$ cat config.mk
export PLATFORM = sky130hd
export DESIGN_NAME = mmio_responder
export DESIGN_NICKNAME = d
export VERILOG_FILES = /design/src/rtl/mmio_responder.sv
export SDC_FILE = /design/constraint.sdc
export NUM_CORES = 1
export LEC_CHECK = 0
export ABC_AREA = 0
export BUFFER_PORTS_ARGS = -buffer_cell sky130_fd_sc_hd__buf_4
export CAP_MARGIN = 15
export CORE_ASPECT_RATIO = 1.2
export CORE_MARGIN = 2
export CORE_UTILIZATION = 30
export DETAILED_ROUTE_END_ITERATION = 8
export PLACE_DENSITY_LB_ADDON = 0.1
export SYNTH_ARGS = -nofsm -noshare
export SYNTH_HDL_FRONTEND = slang
export SYNTH_SLANG_ARGS = --single-unit
$ cat constraint.sdc
create_clock -name Clk -period 11.9 [get_ports Clk]
set_clock_uncertainty 0.1 [all_clocks]
set_input_delay 2.38 -clock Clk [delete_from_list [all_inputs] [get_ports Clk]]
set_output_delay 2.38 -clock Clk [all_outputs]
set_load 0.05 [all_outputs]
$ cat src/rtl/mmio_responder.sv
// Memory-mapped I/O window on the core's data port: LED register, debounced
// switches and a 32-bit compare timer, with read data registered like RAM.
module mmio_responder #(
    parameter logic [31:0] IO_BASE         = 32'h0000_FF00,
    parameter int unsigned DEBOUNCE_CYCLES = 16
) (
    input  logic        Clk,
    input  logic        Rst,
    input  logic [31:0] DmemAddr,
    input  logic        DmemWrite,
    input  logic [31:0] DmemWrData,
    output logic [31:0] DmemRdData,
    output logic        IoSel,
    input  logic [7:0]  Switch,
    output logic [7:0]  Led,
    output logic        TimerIrq
);

    localparam int unsigned DATA_W = 32;
    localparam int unsigned SW_W   = 8;
    localparam int unsigned CTRL_W = 3;
    localparam int unsigned WORD_W = 6;
    localparam int unsigned CNT_W  = $clog2(DEBOUNCE_CYCLES + 1);

    localparam logic [WORD_W-1:0] REG_LED    = 6'h00;
    localparam logic [WORD_W-1:0] REG_SWITCH = 6'h01;
    localparam logic [WORD_W-1:0] REG_COUNT  = 6'h02;
    localparam logic [WORD_W-1:0] REG_CMP    = 6'h03;
    localparam logic [WORD_W-1:0] REG_CTRL   = 6'h04;
    localparam logic [WORD_W-1:0] REG_STATUS = 6'h05;

    localparam logic [CNT_W-1:0] STABLE_MAX = CNT_W'(DEBOUNCE_CYCLES);

    logic              hit;
    logic              wr_en;
    logic [WORD_W-1:0] word;
    logic              unused_addr_bits;

    logic [DATA_W-1:0] rd_data_d, rd_data_q;
    logic              io_sel_d, io_sel_q;
    logic [SW_W-1:0]   led_d, led_q;
    logic [DATA_W-1:0] count_d, count_q;
    logic [DATA_W-1:0] cmp_d, cmp_q;
    logic [CTRL_W-1:0] ctrl_d, ctrl_q;
    logic              match_d, match_q;
    logic [SW_W-1:0]   sync1_d, sync1_q;
    logic [SW_W-1:0]   sync2_d, sync2_q;
    logic [CNT_W-1:0]  stable_d, stable_q;
    logic [SW_W-1:0]   deb_d, deb_q;

    assign hit              = (DmemAddr[31:8] == IO_BASE[31:8]);
    assign wr_en            = hit & DmemWrite;
    assign word             = DmemAddr[7:2];
    assign unused_addr_bits = ^DmemAddr[1:0];

    // Load data: sampled from pre-write register values on every access
    always_comb begin
        rd_data_d = '0;
        io_sel_d  = hit;
        if (hit) begin
            case (word)
                REG_LED:    rd_data_d = {24'h0, led_q};
                REG_SWITCH: rd_data_d = {24'h0, deb_q};
                REG_COUNT:  rd_data_d = count_q;
                REG_CMP:    rd_data_d = cmp_q;
                REG_CTRL:   rd_data_d = {29'h0, ctrl_q};
                REG_STATUS: rd_data_d = {31'h0, match_q};
                default:    rd_data_d = '0;
            endcase
        end
    end

    // Timer and software stores; a COUNT store overrides the timer, a match beats W1C
    always_comb begin
        led_d   = led_q;
        count_d = count_q;
        cmp_d   = cmp_q;
        ctrl_d  = ctrl_q;
        match_d = match_q;
        if (wr_en && (word == REG_STATUS) && DmemWrData[0]) begin
            match_d = 1'b0;
        end
        if (ctrl_q[0]) begin
            if (count_q == cmp_q) begin
                match_d = 1'b1;
                count_d = ctrl_q[1] ? '0 : count_q + 32'd1;
            end else begin
                count_d = count_q + 32'd1;
            end
        end
        if (wr_en) begin
            case (word)
                REG_LED:   led_d   = DmemWrData[SW_W-1:0];
                REG_COUNT: count_d = DmemWrData;
                REG_CMP:   cmp_d   = DmemWrData;
                REG_CTRL:  ctrl_d  = DmemWrData[CTRL_W-1:0];
                default:   ;
            endcase
        end
    end

    // Stability is judged on the value about to enter the second synchronizer stage
    always_comb begin
        sync1_d  = Switch;
        sync2_d  = sync1_q;
        stable_d = stable_q;
        if (sync1_q != sync2_q) begin
            stable_d = '0;
        end else if (stable_q != STABLE_MAX) begin
            stable_d = stable_q + CNT_W'(1);
        end
        deb_d = (stable_d == STABLE_MAX) ? sync2_q : deb_q;
    end

    always_ff @(posedge Clk or posedge Rst) begin
        if (Rst) begin
            rd_data_q <= '0;
            io_sel_q  <= 1'b0;
            led_q     <= '0;
            count_q   <= '0;
            cmp_q     <= 32'hFFFF_FFFF;
            ctrl_q    <= '0;
            match_q   <= 1'b0;
            sync1_q   <= '0;
            sync2_q   <= '0;
            stable_q  <= '0;
            deb_q     <= '0;
        end else begin
            rd_data_q <= rd_data_d;
            io_sel_q  <= io_sel_d;
            led_q     <= led_d;
            count_q   <= count_d;
            cmp_q     <= cmp_d;
            ctrl_q    <= ctrl_d;
            match_q   <= match_d;
            sync1_q   <= sync1_d;
            sync2_q   <= sync2_d;
            stable_q  <= stable_d;
            deb_q     <= deb_d;
        end
    end

    assign DmemRdData = rd_data_q;
    assign IoSel      = io_sel_q;
    assign Led        = led_q;
    assign TimerIrq   = match_q & ctrl_q[2];

endmodule

== Word level (Yosys, flattened, before mapping) ==
Cells that the tools add are included.

* Bitwise logic cells: 2
* Muxes and demuxes: 12
* Eq/ne operators: 10
* Add/subtract/negate cells: 2
* Reduce and logical (&&, ||, !) cells: 6

{| class="wikitable"
|+ Operators with widths
! cell !! number
|-
| $mux W32 || 6
|-
| $pmux W32 S6 || 1
|-
| $add A32 B1 Y32 const B || 1
|-
| $eq A32 B32 Y1 || 1
|-
| $eq A24 B8 Y1 const B || 1
|-
| $eq A6 B2 Y1 const B || 2
|-
| $eq A6 B3 Y1 const B || 2
|-
| $mux W5 || 2
|-
| $ne A8 B8 Y1 || 1
|-
| $eq A6 B1 Y1 const B || 1
|-
| $logic_not A6 Y1 || 1
|-
| $reduce_and A2 Y1 || 3
|-
| $add A5 B1 Y5 const B || 1
|-
| $eq A5 B5 Y1 const B || 1
|-
| $ne A5 B5 Y1 const B || 1
|-
| $mux W1 || 3
|-
| $and A1 B1 Y1 || 2
|-
| $logic_and A1 B1 Y1 || 2
|}

* Bits in registers: 138
* Output and inout bits: 42
* Input port bits: 75
* Word-level logic and storage cells: 43

== Longest topological paths before layout ==
Gate-level depths: netlist (run 1).

* Word-level depth: 7
* Mapped depth: 8
* Depth with buffers taken out: 7

== Worst setup path after synthesis (run 1) ==
OpenSTA, ideal clock, no wires.

* Kind: input to register
* From: input DmemAddr[5]
* To: register count_q[1]
* Setup slack: 7.707 ns
* Stages on the path: 5
* Buffers on the path: 0
* Arrival: 3.953 ns
* Data required time: 11.660 ns
* Library setup time: 0.140 ns
* Cell sequence: or4_1 > or4_1 > nor3_2 > mux2i_1 > o31ai_1

* Longest elaborated chain between the ends: 3

{| class="wikitable"
|+ Ends and longest elaborated chain
! what !! RTL line !! text
|-
| start, declared || 9 || <nowiki>input logic [31:0] DmemAddr,</nowiki>
|-
| $eq A6 B2 Y1 || 92 || <nowiki>case (word)</nowiki>
|-
| $mux W32 || 92 ||
|-
| $mux W32 || 91 || <nowiki>if (wr_en) begin</nowiki>
|-
| net count_d[1] || 42 || <nowiki>logic [DATA_W-1:0] count_d, count_q;</nowiki>
|-
| end signal, assigned || 132 || <nowiki>count_q <= count_d;</nowiki>
|-
| end, declared || 42 ||
|}

The timed path passes the listed nets, and every way through them passes these cells.
A chain may end at the register's enable or synchronous reset.

== Worst setup path after layout (run 1) ==
* From: input DmemAddr[5]
* To: register count_q[24]

The elaborated chain is that of the path after synthesis.

==> flow_summary.toml, run 1 <==
[outcome]
status = "complete, no violations"

[logic_synthesis]
seq_area_frac_synth_pct = 52.0
ys_async_sr_fraction_pct = 100
synth.area.mux_share_pct = 11.7
postSynthCellCount = 576
synth_area_um2 = 6720
ys.flop_type = "dfrtp_1"
synth_area_leaders = "dfrtp_1 39%, dfstp_2 13%, mux2_1 7.0%"
synth_edf_count = 0
synth_compound_area_share_pct = 7.85
synth_top_area_share_pct = 39.5
ys_warn_count = 0
synth_area_leader_cell = "dfrtp_1"
synthAdderAreaFrac_pct = 0.558
synth.distinct_cells = 42
synthXorXnorAreaFrac_pct = 9.51
synthesis.nets = 654
yosys.area_share.simple_pct = 15.2
avgSynthCellArea_um2 = 11.7
ys_seq_elements = 138
synth_top_family_by_area = "simple AND/OR/NAND/NOR gates"

[sta]
rsz0062_at_grt = "false"
setup_viol = 0
fin_crit_sh_pct = 37.1
hold_violations = 0
fin_ws_ps = 7490
relSlewSlack_pct = 34.7
fmaxAchievable_mhz = 227
period_needed_ps = 4410
max_slew.worst_pin.slew_ps = 979
drv_slew = 0
fin_setup_tns_ps = 0

[floorplan]
dieArea_um2 = 23600
start_util_pct = 30.3
fp.dieW_um = 141
fp.dieH_um = 168
core_um2 = 22200
ios = 117
fp-row-count = 60

[setup_path]
startpoint_type = "input pin"
crit_type = "in -> reg"
arrival_ps = 4580
worstPathMaxFanout = 58
end_kind = "flip-flop"
worstPathRequired_ps = 12070

[clocking]
cts_inserted_buffers = 17
ctsHoldBuffers = 0
cts_setup_buffers = 0
clkSlewWorstSetupHoldPaths_ps = 60
clk_latency_ps = 430
cts_tree = "done"
cts_repair_resize_count = 0
clk_path_buf_depth = 2
clockRootBuffer = "clkbuf_16"
cts_sinks = 138
htreeDepth = 4

[drt]
post_drt_wl_per_cell_um = 18.7
via_count = 4866
drc = 0
antenna_left = 0
drt_iter0_drc = 249
wl_um = 18200
drt-pass1-iter-count = 5
viasPerCell = 5.01

[placement]
gp_congestion = 0.785
pre_cts_ws_ps = 7020
io_buffers = 114
dp_hpwl_um = 12800

[run]
maxCapViolations = 0

[layout]
final_nets = 758
antenna_cells = 0
fillers = 2210
syn_to_final_growth_pct = 26.4
multi_input_area_um2 = 3020
register_area_um2 = 3490
layout-drive-gt1-share_pct = 32.5

[grt]
grt_max_degree = 75
grt_pass1_vias = 5166
grt_pass1_wl_um = 28700
track_usage_pct = 15.8
grt-ovfl-total = 0
antenna_found_initial = 0

[min_path]
min_path_type = "reg -> reg"

[power]
power_density_nw_per_um2 = 133
ir_worst_vdd_uv = 95.5
leakagePower_uw = 0.00357
[kinds of logic after synthesis]
group                    Yosys count
AND/OR/NAND/NOR                  183
XOR/XNOR                          73
adder cells (fa/ha/maj)            3
buffers and inverters             48
AO/OA/AOI/OAI                     65
flip-flops                       138
multiplexers                      66
[cells in the mapped netlist (all sizes together) (4+ instances only)]
cell	instances
inv	11
clkbuf	18
nor2b	9
mux4	5
buf	19
mux2i	8
mux2	53
dfstp	32
xor2	52
and4	4
nor2	42
dfrtp	106
nand4	17
a22oi	24
nor4	27
nand2	45
and3	4
nor3	10
o31ai	31
xnor2	21
nand3	19
[worst paths after layout]
kind	start	end	slack (ps)	depth (start not counted)
worst max-delay path	DmemAddr[5]	count_q[24]$_DFF_PP0_	7490	7
worst min-delay path	sync1_q[1]$_DFF_PP0_	sync2_q[1]$_DFF_PP0_	290	0
worst max register to register	count_q[0]$_DFF_PP0_	count_q[22]$_DFF_PP0_	9310	6
worst min register to register	sync1_q[1]$_DFF_PP0_	sync2_q[1]$_DFF_PP0_	290	0
max in group asynchronous	Rst	DmemRdData[29]$_DFF_PP0_	8370	3
min in group asynchronous	Rst	DmemRdData[1]$_DFF_PP0_	1910	2
[layout make-up]
type / instances / share of cell area (%)
sequential: 138 / 41.1
clock buffer: 19 / 5.09
clock inverter: 13 / 2.80
multi-input combinational: 390 / 35.6
inverter: 11 / 0.545
tap: 279 / 4.11
timing repair buffer: 122 / 10.8
[critical path: stages]
cell and delay (ps):
buf_4 120, or4_1 560, nor3_2 120, buf_4 350, nor4b_4 260, buf_4 560, o31ai_1 200
[per-layer routing]
metal	up-vias	share of wire, %	GRT usage, %
li1	2277	-	-
met1	2440	44	20.0
met2	126	50	26.6
met3	23	4.3	3.70
met4	0	2.0	5.43
met5	-	0	0
[where the power goes]
group,internal [uW],switching (uW)
sequential,473,1.97
clock,397,213
combinational,20.1,21.8
[state kept, by name, indices dropped and copies added (netlist names)]
register and cells:
DmemRdData 32, cmp_q 32, count_q 32, Led 8, deb_q 8, sync1_q 8
sync2_q 8, stable_q 5, ctrl_q 3, IoSel 1, match_q 1
[metrics by stage]
stage          area, um^2  instances  hold WS (ps)  util, %  power, uW
2_1_floorplan        6720        576           272        -        498
3_3_place_gp         7830        940           282     35.2        526
3_5_place_dp         7830        940           282     35.2        526
4_1_cts              8500        972           291     38.2       1140
5_1_grt              8500        972           304     38.2       1160
6_report             8500        972           291     38.2       1130
[cell usage in the layout (no fill, tap or decap), drive strengths merged]
cell    count
or4         3
mux2       53
nand3      19
clkinv      2
a222oi      2
o31ai      31
mux2i       8
inv        16
nor2       42
a221oi      1
and3        4
o41ai       1
nor3       10
a32o        1
nor4b       2
nor4       27
nand2      45
dfrtp     106
a22oi      24
and4        4
clkbuf     19
and2        1
xnor2      21
nand4      17
ha          3
bufinv      6
nor2b       9
xor2       52
dfstp      32
o21ai       3
mux4        5
a22o        2
buf       122
(Power assumes the default switching activity.)
==> run 2, diff against run 1 <==
==> constraint.sdc (replaced) <==
create_clock -name Clk -period 4.4 [get_ports Clk]
set_clock_uncertainty 0.1 [all_clocks]
set_input_delay 0.88 -clock Clk [delete_from_list [all_inputs] [get_ports Clk]]
set_output_delay 0.88 -clock Clk [all_outputs]
set_load 0.05 [all_outputs]
==> run 2 against run 1 <==
  * Sequential power increased to 2.7 times the previous value
  * Die area unchanged
  * Clock-buffer cell count increased by 1
  * Total power increased to 2.5 times the previous value
==> flow_summary.toml, run 2 (same netlist as run 1, synthesis figures left out) <==
[sta]
setup_viol = 0
period_needed_ps = 2910
fin_ws_ps = 1490
hold_violations = 0
fin_crit_sh_pct = 66.2
rsz0062_at_grt = "false"
max_slew.worst_pin.slew_ps = 977
fin_setup_tns_ps = 0
fin_hold_ws_ps = 277
relSlewSlack_pct = 34.9
fmaxAchievable_mhz = 343
drv_slew = 0

[setup_path]
critical-path-top-delay-family = "simple AND/OR/NAND/NOR gates"
rr_worst_depth = 6
reg2reg_from = "count_q[0]$_DFF_PP0_"
crit_start = "DmemAddr[5]"
worst-path-buf-inv = 3
r2r_setup_slack_ps = 1690
path_depth = 8
path_cells = "buf_4 > or4_1 > nor3_2 > buf_4 > nor4b_4 > buf_4 > nand2_1 > o31ai_2"
startpoint_type = "input pin"
crit_slowest_cell = "buf_4"
crit_type = "in -> reg"
worstPathMaxFanout = 58
critPathMostFrequentCell = "buf_4"
r2r_end = "count_q[22]$_DFF_PP0_"
critPathMaxStageDelay_ps = 560
worstPathRequired_ps = 4620
arrival_ps = 3130
end_kind = "flip-flop"

[clocking]
cts_sinks = 138
htreeDepth = 4
cts_inserted_buffers = 17
cts_repair_resize_count = 0
ctsHoldBuffers = 0
cts_tree = "done"
cts_setup_buffers = 0
clk_path_buf_depth = 2
clockRootBuffer = "clkbuf_16"
clkSlewWorstSetupHoldPaths_ps = 60
clk_latency_ps = 420

[layout]
fillers = 2201
final_nets = 759
layout-drive-gt1-share_pct = 32.6
final_cells = 973
utilization_pct = 37.9
syn_to_final_growth_pct = 25.3
antenna_cells = 0
final_cell_mix = "123 x buf_4, 106 x dfrtp_1, 52 x xor2_1"
layout_commonest_cell = "buf_4"

[drt]
drt_iter0_drc = 247
antenna_left = 0
drt-pass1-iter-count = 4
post_drt_wl_per_cell_um = 18.6
viasPerCell = 5.00
drc = 0
via_count = 4861
wl_um = 18100

[power]
seqPwrFrac_pct = 45.2
leakagePower_uw = 0.00352
p_int_uw = 2190
clock_power_share_pct = 50.7
ir_worst_vdd_uv = 255
pwr-share-comb_pct = 4.1
p_sw_share_pct = 22.8
power_density_nw_per_um2 = 337
p_switching_uw = 648

[floorplan]
start_util_pct = 30.3
core_um2 = 22200
dieArea_um2 = 23600
fp-row-count = 60
fp.dieW_um = 141
ios = 117
fp.dieH_um = 168

[run]
maxCapViolations = 0

[min_path]
min_path_type = "in -> async"

[placement]
pre_cts_ws_ps = 1010
gp_congestion = 0.785
io_buffers = 114
dpl.cell_count = 941
dp_hpwl_um = 12600

[grt]
grt_pass1_vias = 5110
grt_pass1_wl_um = 28700
antenna_found_initial = 0
track_usage_pct = 15.7
grt_max_degree = 75
grt-ovfl-total = 0

[outcome]
status = "complete, no violations"
run 2: cell count changes in the layout (fill, tap and decap cells not counted):
cell	delta
inv_6	-5
clkinvlp_4	+5
buf_4	+1
clkbuf_8	+1
clkinv_4	+2
bufinv_16	-4
inv_8	+1
run 2: worst register-to-register path, stage by stage, from the launching register on:
cell     delay [ps]
dfrtp_1         480
ha_1            250
nand4_2         370
nor4_1          810
nand4_1         220
xor2_1          180
o31ai_1         210
run 2: layer usage:
metal  track usage, %  routed length, um  vias to the layer above
met1             20.6               8060                     2409
met3             3.04                816                       24
met2             26.4               8930                      152
met4             4.65                330                        0
met5                0                  0                        -
li1                 -                  -                     2276
run 2: how the worst max path moves through the flow:
stage,slack (ps),to
after detailed placement,1010,count_q[7]$_DFF_PP0_
after floorplan,1710,count_q[1]$_DFF_PP0_
after global placement,1050,count_q[25]$_DFF_PP0_
after global routing,1280,count_q[25]$_DFF_PP0_
final,1490,count_q[29]$_DFF_PP0_
after CTS,1450,count_q[29]$_DFF_PP0_
run 2: per-stage QoR:
stage / power [uW] / area [um^2]
finish: 2840 / 8420
global route: 2940 / 8420
CTS: 2880 / 8420
detailed placement: 1420 / 7830
global placement: 1420 / 7830
floorplan: 1350 / 6730
run 2: power groups by stage:
| stage | sequential (uW) | combinational [uW] | clock [uW] |
|---|---|---|---|
| after floorplan | 1300 | 42.2 | 0 |
| after global placement | 1310 | 117 | 0 |
| after detailed placement | 1310 | 119 | 0 |
| after CTS | 1280 | 119 | 1470 |
| after global routing | 1280 | 128 | 1530 |
| final | 1280 | 115 | 1440 |
run 2: area by class of cell:
type                            instances  area, um^2  area share [%]
Inverter                               11        45.0           0.535
Multi-Input combinational cell        390        3020            35.9
Clock inverter                         12         141            1.68
Clock buffer                           20         447            5.30
Tap cell                              279         349            4.15
Timing Repair Buffer                  123         923            11.0
Sequential cell                       138        3490            41.5
==> run 3, diff against run 2 <==
--- a/config.mk
+++ b/config.mk
@@ -5,7 +5,7 @@
 export SDC_FILE = /design/constraint.sdc
 export NUM_CORES = 1
 export LEC_CHECK = 0
-export ABC_AREA = 0
+export ABC_AREA = 1
 export BUFFER_PORTS_ARGS = -buffer_cell sky130_fd_sc_hd__buf_4
 export CAP_MARGIN = 15
 export CORE_ASPECT_RATIO = 1.2
==> constraint.sdc (replaced) <==
create_clock -name Clk -period 2.9 [get_ports Clk]
set_clock_uncertainty 0.1 [all_clocks]
set_input_delay 0.58 -clock Clk [delete_from_list [all_inputs] [get_ports Clk]]
set_output_delay 0.58 -clock Clk [all_outputs]
set_load 0.05 [all_outputs]
==> run 3 against run 2 <==
  * Clock power increased by 43%
  * Synthesized cell count increased by 63%
  * Sequential share of layout area decreased by 3.0 points
  * Final cell count increased by 43%
  * Die area increased by 7.5%
  * Total power increased by 47%
  * Via count increased by 31%
  * Critical path depth increased by 3
  * Synthesized area increased by 7.7%
  * Combinational power increased by 54%
  * Largest power group unchanged
  * Highest routed layer unchanged
==> flow_summary.toml, run 3 <==
[outcome]
status = "complete, no violations"

[logic_synthesis]
synth_top_area_share_pct = 36.6
seq_area_frac_synth_pct = 48.2
postSynthCellCount = 941
ys_warn_count = 0
ys.flop_type = "dfrtp_1"
synthesis.nets = 1019
synth.distinct_cells = 35
ys_async_sr_fraction_pct = 100
synth_area_leader_cell = "dfrtp_1"
ys_seq_elements = 138
synth_area_leaders = "dfrtp_1 37%, nand2_1 16%, dfstp_2 12%"
synth_area_um2 = 7240
avgSynthCellArea_um2 = 7.70
synth_edf_count = 0
post-synth-top-count-cell = "nand2_1"
synthTopCellsByCount = "318 x nand2_1, 108 x nor2_1, 106 x dfrtp_1"

[layout]
multi_input_area_um2 = 3250
layout-drive-gt1-share_pct = 21.4
final_nets = 1135
fillers = 2554
utilization_pct = 38.1
antenna_cells = 0
final_cells = 1390
layout_commonest_cell = "nand2_1"
final_cell_mix = "318 x nand2_1, 127 x buf_4, 108 x nor2_1"
register_area_um2 = 3490
syn_to_final_growth_pct = 25.2

[grt]
grt_pass1_vias = 6309
grt_pass1_wl_um = 34700
antenna_found_initial = 0
grt-ovfl-total = 0
track_usage_pct = 17.5
grt_max_degree = 59

[clocking]
cts_inserted_buffers = 17
clk_latency_ps = 430
clk_path_buf_depth = 2
cts_sinks = 138
clockRootBuffer = "clkbuf_16"
htreeDepth = 4
cts_repair_resize_count = 0
cts_tree = "done"
cts_setup_buffers = 0
ctsHoldBuffers = 0
clkSlewWorstSetupHoldPaths_ps = 60

[sta]
period_needed_ps = 2050
drv_slew = 0
fin_ws_ps = 855
setup_viol = 0
relSlewSlack_pct = 58.0
hold_violations = 0
rsz0062_at_grt = "false"
fmaxAchievable_mhz = 489
max_slew.worst_pin.slew_ps = 629
fin_crit_sh_pct = 70.5
fin_setup_tns_ps = 0

[drt]
antenna_left = 0
wl_um = 21300
post_drt_wl_per_cell_um = 15.3
via_count = 6360
drc = 0
drt_iter0_drc = 326
viasPerCell = 4.58
drt-pass1-iter-count = 4

[placement]
gp_congestion = 0.896
io_buffers = 114
dp_hpwl_um = 15600
pre_cts_ws_ps = 471
dpl.cell_count = 1358

[power]
leakagePower_uw = 0.00436
p_total_uw = 4180
ir_worst_vdd_uv = 357
power_density_nw_per_um2 = 461

[setup_path]
startpoint_type = "flip-flop"
critPathMaxStageDelay_ps = 450
worstPathRequired_ps = 3160
worst-path-buf-inv = 0
worstPathMaxFanout = 6
crit_slowest_cell = "dfrtp_1"
critPathMostFrequentCell = "nand2_1"
path_cells = "ha_1 > nand2_1 > nor2_1 > nand2_1 > nor3b_1 > nand3_1 > nand2_1 > nand2_1 > nor2_1 > nand2_1 > nand2_1"
crit_type = "reg -> reg"
critical-path-top-delay-family = "simple AND/OR/NAND/NOR gates"
end_kind = "flip-flop"
arrival_ps = 2310

[floorplan]
start_util_pct = 30.4
dieArea_um2 = 25400
fp-row-count = 62
core_um2 = 23800
fp.dieW_um = 146
fp.dieH_um = 174
ios = 117

[run]
maxCapViolations = 0

[min_path]
min_path_type = "in -> async"
## run 3: cell count changes after synthesis, sizes merged, moves of 9 or more
cell / delta
mux2: -53
nand3: +47
o21ai: +29
nand4: +10
nor2b: -9
o31ai: -31
nor2: +73
nor4: -25
nand2: +274
inv: +84
xor2: -41
a21oi: +10
xnor2: +9
## run 3: cells by family (layout without fill, tap and decap cells)
| logic type | Yosys count | in the layout | synth area share [%] |
|---|---|---|---|
| DFF | 138 | 138 | 48.2 |
| xor gates and xnor gates | 41 | 41 | 4.96 |
| adders and majority gates | 3 | 3 | 0.518 |
| AOI/OAI and AO/OA | 80 | 80 | 7.03 |
| buffers and inverters | 130 | 259 | 7.01 |
| and+or+nand+nor | 549 | 549 | 32.2 |
## run 3: final timing paths
kind,slack [ps],start,cells past startpoint,end
max,850,count_q[1]$_DFF_PP0_,11,count_q[26]$_DFF_PP0_
min,140,Rst,2,DmemRdData[12]$_DFF_PP0_
max reg2reg,850,count_q[1]$_DFF_PP0_,11,count_q[26]$_DFF_PP0_
min reg2reg,290,sync1_q[6]$_DFF_PP0_,0,sync2_q[6]$_DFF_PP0_
max in group asynchronous,1810,Rst,3,cmp_q[26]$_DFFE_PP1P_
min in group Clk,160,Switch[7],1,sync1_q[7]$_DFF_PP0_
## run 3: power by group
group | internal, uW | leakage (uW) | switching (uW) | total (uW)
logic | 82.0 | 0.00236 | 94.6 | 177
clock network | 1220 | 0.000257 | 836 | 2060
registers | 1940 | 0.00174 | 7.55 | 1950
## run 3: metal layers
layer | global-route usage [%] | up-vias | wire length (um)
li1 | - | 3233 | -
met1 | 21.9 | 2964 | 9460
met2 | 30.6 | 141 | 10800
met3 | 2.89 | 22 | 732
met4 | 5.76 | 0 | 375
met5 | 0 | - | 0
## run 3: final cells by class
cell class / instances / area share (%)
Timing Repair Buffer: 130 / 11.2
Sequential cell: 138 / 38.5
Inverter: 97 / 4.06
Clock buffer: 25 / 5.24
Tap cell: 320 / 4.42
Clock inverter: 7 / 0.787
Multi-Input combinational cell: 673 / 35.8
## run 3: stage by stage
stage	hold slack [ps]	cell area, um^2
3_3_place_gp	277	8520
3_5_place_dp	279	8520
4_1_cts	142	9070
6_report	140	9070
5_1_grt	146	9070
2_1_floorplan	272	7250
